<file path="src/rtl/weight_tx.sv">
// ============================================================================
// weight_tx : weight-load transmitter; streams wordlines into per-core SRAMs
// Rev 1.0
// ============================================================================
`default_nettype none

module weight_tx #(
  parameter int WORD_W    = 256,
  parameter int ADDR_W    = 10,
  parameter int NUM_CORES = 4,
  parameter int LEN_W     = 11
) (
  input  logic                 clk,
  input  logic                 rst,
  input  logic                 cmd_valid,
  output logic                 cmd_ready,
  input  logic [ADDR_W-1:0]    cmd_base_addr,
  input  logic [LEN_W-1:0]     cmd_len,
  input  logic [NUM_CORES-1:0] cmd_core_mask,
  input  logic                 s_valid,
  output logic                 s_ready,
  input  logic [WORD_W-1:0]    s_data,
  output logic [WORD_W-1:0]    rx_out,
  output logic [ADDR_W-1:0]    weight_addr_out,
  output logic [NUM_CORES-1:0] weight_we_out,
  output logic [NUM_CORES-1:0] weight_me_out,
  output logic                 weight_oe_out,
  output logic                 busy,
  output logic                 done,
  output logic [LEN_W-1:0]     words_sent
);

  localparam logic [1:0] S_IDLE = 2'd0;
  localparam logic [1:0] S_XFER = 2'd1;
  localparam logic [1:0] S_DONE = 2'd2;

  logic [1:0]           state_q,      state_d;
  logic [ADDR_W-1:0]    cur_addr_q,   cur_addr_d;
  logic [LEN_W-1:0]     remaining_q,  remaining_d;
  logic [NUM_CORES-1:0] mask_q,       mask_d;
  logic [WORD_W-1:0]    rx_q,         rx_d;
  logic [ADDR_W-1:0]    waddr_q,      waddr_d;
  logic [NUM_CORES-1:0] strobe_q,     strobe_d;
  logic [LEN_W-1:0]     words_sent_q, words_sent_d;

  logic cmd_fire;
  logic s_fire;

  // State register
  always_ff @(posedge clk) begin
    if (rst) begin
      state_q <= S_IDLE;
    end else begin
      state_q <= state_d;
    end
  end

  // Next-state logic
  always_comb begin
    state_d = state_q;
    case (state_q)
      S_IDLE: begin
        if (cmd_fire) begin
          state_d = (cmd_len != '0) ? S_XFER : S_DONE;
        end
      end
      S_XFER: begin
        if (s_fire && (remaining_q == LEN_W'(1))) begin
          state_d = S_DONE;
        end
      end
      S_DONE:  state_d = S_IDLE;
      default: state_d = S_IDLE;
    endcase
  end

  // Output logic; cmd_ready is gated by rst so it stays low throughout reset
  always_comb begin
    cmd_ready = (state_q == S_IDLE) && !rst;
    s_ready   = (state_q == S_XFER);
    busy      = (state_q == S_XFER) || (state_q == S_DONE);
    done      = (state_q == S_DONE);
  end

  assign cmd_fire = cmd_valid & cmd_ready;
  assign s_fire   = s_valid & s_ready;

  // Datapath next values; strobes are single-cycle, data/address hold
  always_comb begin
    cur_addr_d   = cur_addr_q;
    remaining_d  = remaining_q;
    mask_d       = mask_q;
    rx_d         = rx_q;
    waddr_d      = waddr_q;
    strobe_d     = '0;
    words_sent_d = words_sent_q;

    if (cmd_fire) begin
      cur_addr_d   = cmd_base_addr;
      remaining_d  = cmd_len;
      mask_d       = cmd_core_mask;
      words_sent_d = '0;
    end

    if (s_fire) begin
      rx_d         = s_data;
      waddr_d      = cur_addr_q;
      strobe_d     = mask_q;
      cur_addr_d   = cur_addr_q + ADDR_W'(1);
      remaining_d  = remaining_q - LEN_W'(1);
      words_sent_d = words_sent_q + LEN_W'(1);
    end
  end

  always_ff @(posedge clk) begin
    if (rst) begin
      cur_addr_q   <= '0;
      remaining_q  <= '0;
      mask_q       <= '0;
      rx_q         <= '0;
      waddr_q      <= '0;
      strobe_q     <= '0;
      words_sent_q <= '0;
    end else begin
      cur_addr_q   <= cur_addr_d;
      remaining_q  <= remaining_d;
      mask_q       <= mask_d;
      rx_q         <= rx_d;
      waddr_q      <= waddr_d;
      strobe_q     <= strobe_d;
      words_sent_q <= words_sent_d;
    end
  end

  assign rx_out          = rx_q;
  assign weight_addr_out = waddr_q;
  assign weight_we_out   = strobe_q;
  assign weight_me_out   = strobe_q;
  assign weight_oe_out   = 1'b0;
  assign words_sent      = words_sent_q;

endmodule

`default_nettype wire
</file>
<file path="config.mk">
export PLATFORM = sky130hd
export DESIGN_NAME = weight_tx
export DESIGN_NICKNAME = d
export VERILOG_FILES = /design/src/rtl/weight_tx.sv
export SDC_FILE = /design/constraint.sdc
export NUM_CORES = 1
export LEC_CHECK = 0
export CAP_MARGIN = 20
export CORE_AREA = 3 3 222 224
export DETAILED_ROUTE_END_ITERATION = 8
export DIE_AREA = 0 0 225 227
export GPL_TIMING_DRIVEN = 0
export SYNTH_ARGS = -nofsm -noshare
export SYNTH_HDL_FRONTEND = slang
export SYNTH_SLANG_ARGS = --single-unit
</file>
<file path="constraint.sdc">
create_clock -name clk -period 2.3 [get_ports clk]
set_clock_uncertainty 0.1 [all_clocks]
set_input_delay 0.345 -clock clk [delete_from_list [all_inputs] [get_ports clk]]
set_output_delay 0.345 -clock clk [all_outputs]
set_load 0.02 [all_outputs]
</file>
* Yosys cells after proc, flatten, opt, wreduce, memory -nomap -nowiden
Index checks and enable logic that the tools add are counted.
** Storage, ports and cells
- Output and inout port bits :: 290
- Register bits :: 308
- Memories kept :: 0
- Bits in latches :: 0
- Bits in writable memories :: 0
- Bits of input ports :: 285
- Memory bits (read-only) :: 0
- Logic and storage cells :: 38
** Cells by class
- Equal/unequal tests :: 5
- Magnitude comparators :: 0
- Muxes and demuxes :: 10
- Bitwise gates (word level) :: 3
- Divide/modulo/power cells :: 0
- Shift operators :: 0
- Reductions and logical operators :: 9
- $mul :: 0
- $add $sub $neg :: 3
** Operator list (number)
- $mux 11 :: 4
- $mux 10 :: 2
- $add 11x1->11 const B :: 1
- $eq 11x1->1 const B :: 1
- $reduce_bool 11->1 :: 1
- $sub 11x1->11 const B :: 1
- $add 10x1->10 const B :: 1
- $mux 2 :: 3
- $pmux 2 s2 :: 1
- $and 1x1->1 :: 2
- $eq 2x1->1 const B :: 1
- $eq 2x2->1 const B :: 1
- $logic_and 1x1->1 :: 2
- $logic_not 2->1 :: 1
- $ne 2x1->1 const B :: 1
- $ne 2x2->1 const B :: 1
- $reduce_and 2->1 :: 1
- $reduce_bool 2->1 :: 1
- $reduce_or 2->1 :: 1
- $logic_not 1->1 :: 1
- $logic_or 1x1->1 :: 1
- $not 1->1 :: 1

* Logic depth before layout (Yosys ltp)
- Depth after elaboration :: 5
- Gate-level depth with buffers :: 9
- Gate-level depth less buffers :: 6

* Worst setup path before layout
OpenSTA, ideal clock, no wires.
- Path type :: register to register
- Start :: register state_q[1]
- End :: register rx_q[187] (netlist: rx_out[187])
- Buffers on the path :: 3
- Path slack :: 0.450 ns
- Stages on the path, launching flop included :: 9
- Data arrival time :: 1.680 ns
- Cells stage by stage :: dfxtp_1 inv_1 ha_1 nand2_1 buf_2 clkbuf_1 clkbuf_1 nand2_1 a21oi_1
** Between the ends
- Longest elaborated chain between the ends :: 2
** RTL lines
- start: declaration :: line 37 : logic [1:0] state_q, state_d;
- start signal: assignment :: line 54 : state_q <= state_d;
- $eq 2x1->1 :: line 80 : s_ready = (state_q == S_XFER);
- via s_ready :: line 21 : output logic s_ready,
- $and 1x1->1 :: line 86 : assign s_fire = s_valid & s_ready;
- end signal: assignment :: line 128 : rx_q <= rx_d;
- end: declaration :: line 41 : logic [WORD_W-1:0] rx_q, rx_d;
The timed path passes the listed nets, and every way through them passes these cells.
A chain may end at the register's enable or synchronous reset.

* Worst setup path after layout
- Start :: register state_q[1]
- End :: register rx_q[45] (netlist: rx_out[45])
** Between the ends
- Longest elaborated chain between the ends :: 2
** RTL lines (line)
- $eq 2x1->1 :: 80
- $and 1x1->1 :: 86
Every way passes these cells.

==> impl_metrics.yaml <==
route:
  drt_iter0_drc: 476
  firstDrtPassIters: 6
  routed_wire_length_per_instance_um: 17.46
  detailed_route_wirelength_on_metal3_um: 4428
  detailed_routed_wire_length_on_met2_um: 22420
  route.layer.met1.wl_um: 17850
  drtAntennaViolNets: 0
  vias: 11910
  viasPerCell: 4.480
  topRoutingLayerUsed: "met4"
  drc_violation_count_after_routing: 0
  total_wirelength_of_the_detailed_routed_design_um: 46430
floorplan:
  die_w_um: 225
  dieArea_mm2: 0.05108
  core_area_mm2: 0.04755
  boundaryPins: 575
  core.rowCount: 80
  start_util_pct: 23.45
  floorplan.die.height_um: 227
pwr:
  total_power_mw: 17.72
  total_leakage_power_nw: 6.646
  power_density_over_the_cells_mw_per_mm2: 940.5
  irDropWorstVdd_uv: 655.1
logic_synthesis:
  yosysMostFrequentCell: "sky130_fd_sc_hd__nand2_1"
  synth_async_reset_ratio_pct: 0
  synth-edff-count: 0
  post_synth_cell_types: 47
  synth.cell_area_mm2: 0.01115
  synth_area_per_cell_um2: 7.907
  syn_inst: 1410
  synth.area.top_cells: "sky130_fd_sc_hd__dfxtp_1 55%, sky130_fd_sc_hd__nand2_1 19%, sky130_fd_sc_hd__a21oi_1 13%"
  synth-seq-area-share_pct: 55.31
  ys_seq_elements: 308
  yosysTopAreaCellShare_pct: 55.31
  post-synth-top-area-cell: "sky130_fd_sc_hd__dfxtp_1"
  synth_commonest_cells: "562 x sky130_fd_sc_hd__nand2_1, 308 x sky130_fd_sc_hd__dfxtp_1, 285 x sky130_fd_sc_hd__a21oi_1"
  synth-warning-count: 0
  ys_dominant_reg_cell: "sky130_fd_sc_hd__dfxtp_1"
  mappedNetlistNets: 1702
cts:
  cts-root-to-sink-buffers: 3
  tritoncts.num_buffers: 36
  clk_root_buffer_cell: "sky130_fd_sc_hd__clkbuf_16"
  htree_levels: 2
  clkSinkCount: 308
  cts.reportedPaths.clkPinSlew_ns: 0.06
  clk_latency_ns: 0.53
  cts_tree: "done"
critical_path:
  cp_max_fo: 10
  worst_setup_path_start_kind: "register"
  path_class: "reg -> reg"
  critical_path_arrival_ns: 2.55
  critical-path-slowest-cell: "sky130_fd_sc_hd__dfxtp_1"
  data_required_time_of_the_worst_path_ns: 2.64
  crit-reg2reg-launch: "state_q[1]"
  cp-end-kind: "register"
  cp-startpoint: "state_q[1]"
  cp_cell_sequence: "inv_1, ha_1, nand2_1, buf_2, buf_2, clkbuf_2, nand2_1, a21oi_1"
  critical-path-max-stage-delay_ns: 0.37
place:
  gpl.final_weighted_congestion: 0.8928
  dp.final_hpwl_um: 36510
  placed_cell_area_mm2: 0.01765
  port_buffers: 573
run_status:
  outcome: "complete, no violations"
global_routing:
  grt_pass1_vias: 11830
  largest_net_degree_at_the_start_of_global_routing: 13
  grt_pass1_wl_um: 67680
  antenna_violations_before_repair: 1
  global_route.usage.total_pct: 17.11
  remaining_global_route_overflow: 0
sta:
  worst_slew_pin_slew_ns: 0.6182
  slew_violations: 0
  final-setup-viol-count: 0
  rsz0062_at_grt: "yes"
  min_period_over_period_pct: 96.22
  hold_violations: 0
  maxSlewHeadroom_pct: 58.78
  timing.hold.ws_ns: 0.2644
  finalWorstPathRequiredPeriod_ns: 2.213
  timing.fmax_mhz: 451.9
cells_and_area:
  post_route_cells_drive_above_1_share_pct: 6.510
  finalInstanceArea_mm2: 0.01884
  area_delta_synth_final_pct: 68.98
  nNetsFinal: 2313
worst_hold_path:
  timing.hold.worst.class: "in -> reg"
  holdCritStartpoint: "s_data[50]"
run:
  max_cap_viol_count: 0
[sequential cells by signal (all words and copies together) (netlist names)]
name and count:
cur_addr_q 10, remaining_q 11, weight_addr_out 10, words_sent 11, mask_q 4, rx_out 256
state_q 2, weight_me_out 4
[stage by stage]
| stage | instances | setup WS, ns | util [%] | setup TNS (ns) |
|---|---|---|---|---|
| 3_5_place_dp | 2598 | -0.8722 | 37.13 | -153.75 |
| 4_1_cts | 2658 | 0.001887 | 39.57 | 0 |
| 3_3_place_gp | 2598 | -0.7958 | 37.13 | -148.51 |
| 2_1_floorplan | 1410 | 0.4499 | - | 0 |
| 6_report | 2659 | 0.08699 | 39.62 | 0 |
| 5_1_grt | 2658 | -0.1154 | 39.62 | -3.954 |
[worst max-delay path, delay by kind of cell, from the launching register on]
family	cells	cell delay [ns]
flops	1	0.37
compound gates	1	0.16
fa+ha+maj	1	0.23
simple gates	2	0.19
buf+inv	4	1.08
[routing by layer]
| metal | vias to the layer above | global-route usage, % |
|---|---|---|
| met5 | - | 0 |
| met4 | 0 | 7.341 |
| met3 | 84 | 6.202 |
| met1 | 5457 | 18.80 |
| li1 | 5875 | - |
| met2 | 497 | 29.92 |
[repair_timing]
item                                    4_1_cts  5_1_grt
hold buffers                                  0        0
gates cloned                                  0        0
endpoints found under the setup margin      247      230
resized for setup                            28       23
setup buffers                                 0        0
[where the power goes]
part | internal (mW) | switching [mW] | total (mW)
logic | 2.40 | 3.23 | 5.63
registers | 6.10 | 0.472 | 6.57
clock network | 3.28 | 2.24 | 5.52
total | 11.8 | 5.94 | 17.7
[worst paths after layout]
| kind | slack (ns) | to | cells past startpoint |
|---|---|---|---|
| max | 0.09 | rx_out[45] | 8 |
| min | 0.26 | rx_out[50] | 3 |
| min reg2reg | 0.33 | weight_me_out[3] | 2 |
| max reg2reg | 0.09 | rx_out[45] | 8 |
[cell type report]
cell class,count,area [um2]
clock inverters,8,76.32
fillers,4867,28710
well taps,615,769.5
flip-flops and latches,308,6166
repair buffers,573,5736
diodes,1,2.502
clock buffers,52,1052
multi-input cells,986,4484
inverters,8,30.03
plain buffers,108,521.8
[placed cells by master, fill, tap and decap left out, drive strengths merged, types with 5 or more instances in the layout]
cell | synthesis | final
a211oi | 5 | 5
a21oi | 285 | 285
a31oi | 8 | 8
and3 | 5 | 5
buf | 46 | 45
clkbuf | 62 | 115
clkdlybuf4s50 | 0 | 570
dfxtp | 308 | 308
ha | 7 | 7
inv | 8 | 8
nand2 | 562 | 562
nand3 | 10 | 10
nand4 | 6 | 6
nor2 | 22 | 22
nor3 | 5 | 5
o21ai | 16 | 16
o311ai | 6 | 6
or4 | 5 | 5
[kinds of logic after synthesis]
logic type                 after synthesis  share of synthesized area, %
AOI/OAI and AO/OA                      343                         16.51
xor gates and xnor gates                 1                       0.07858
adders and majority gates                7                        0.7856
buffers and inverters                  116                         4.489
DFF                                    308                         55.31
muxes                                    1                       0.08979
other                                    1                       0.03364
and+or+nand+nor                        633                         22.70
Power figures use the tool's default switching activity.
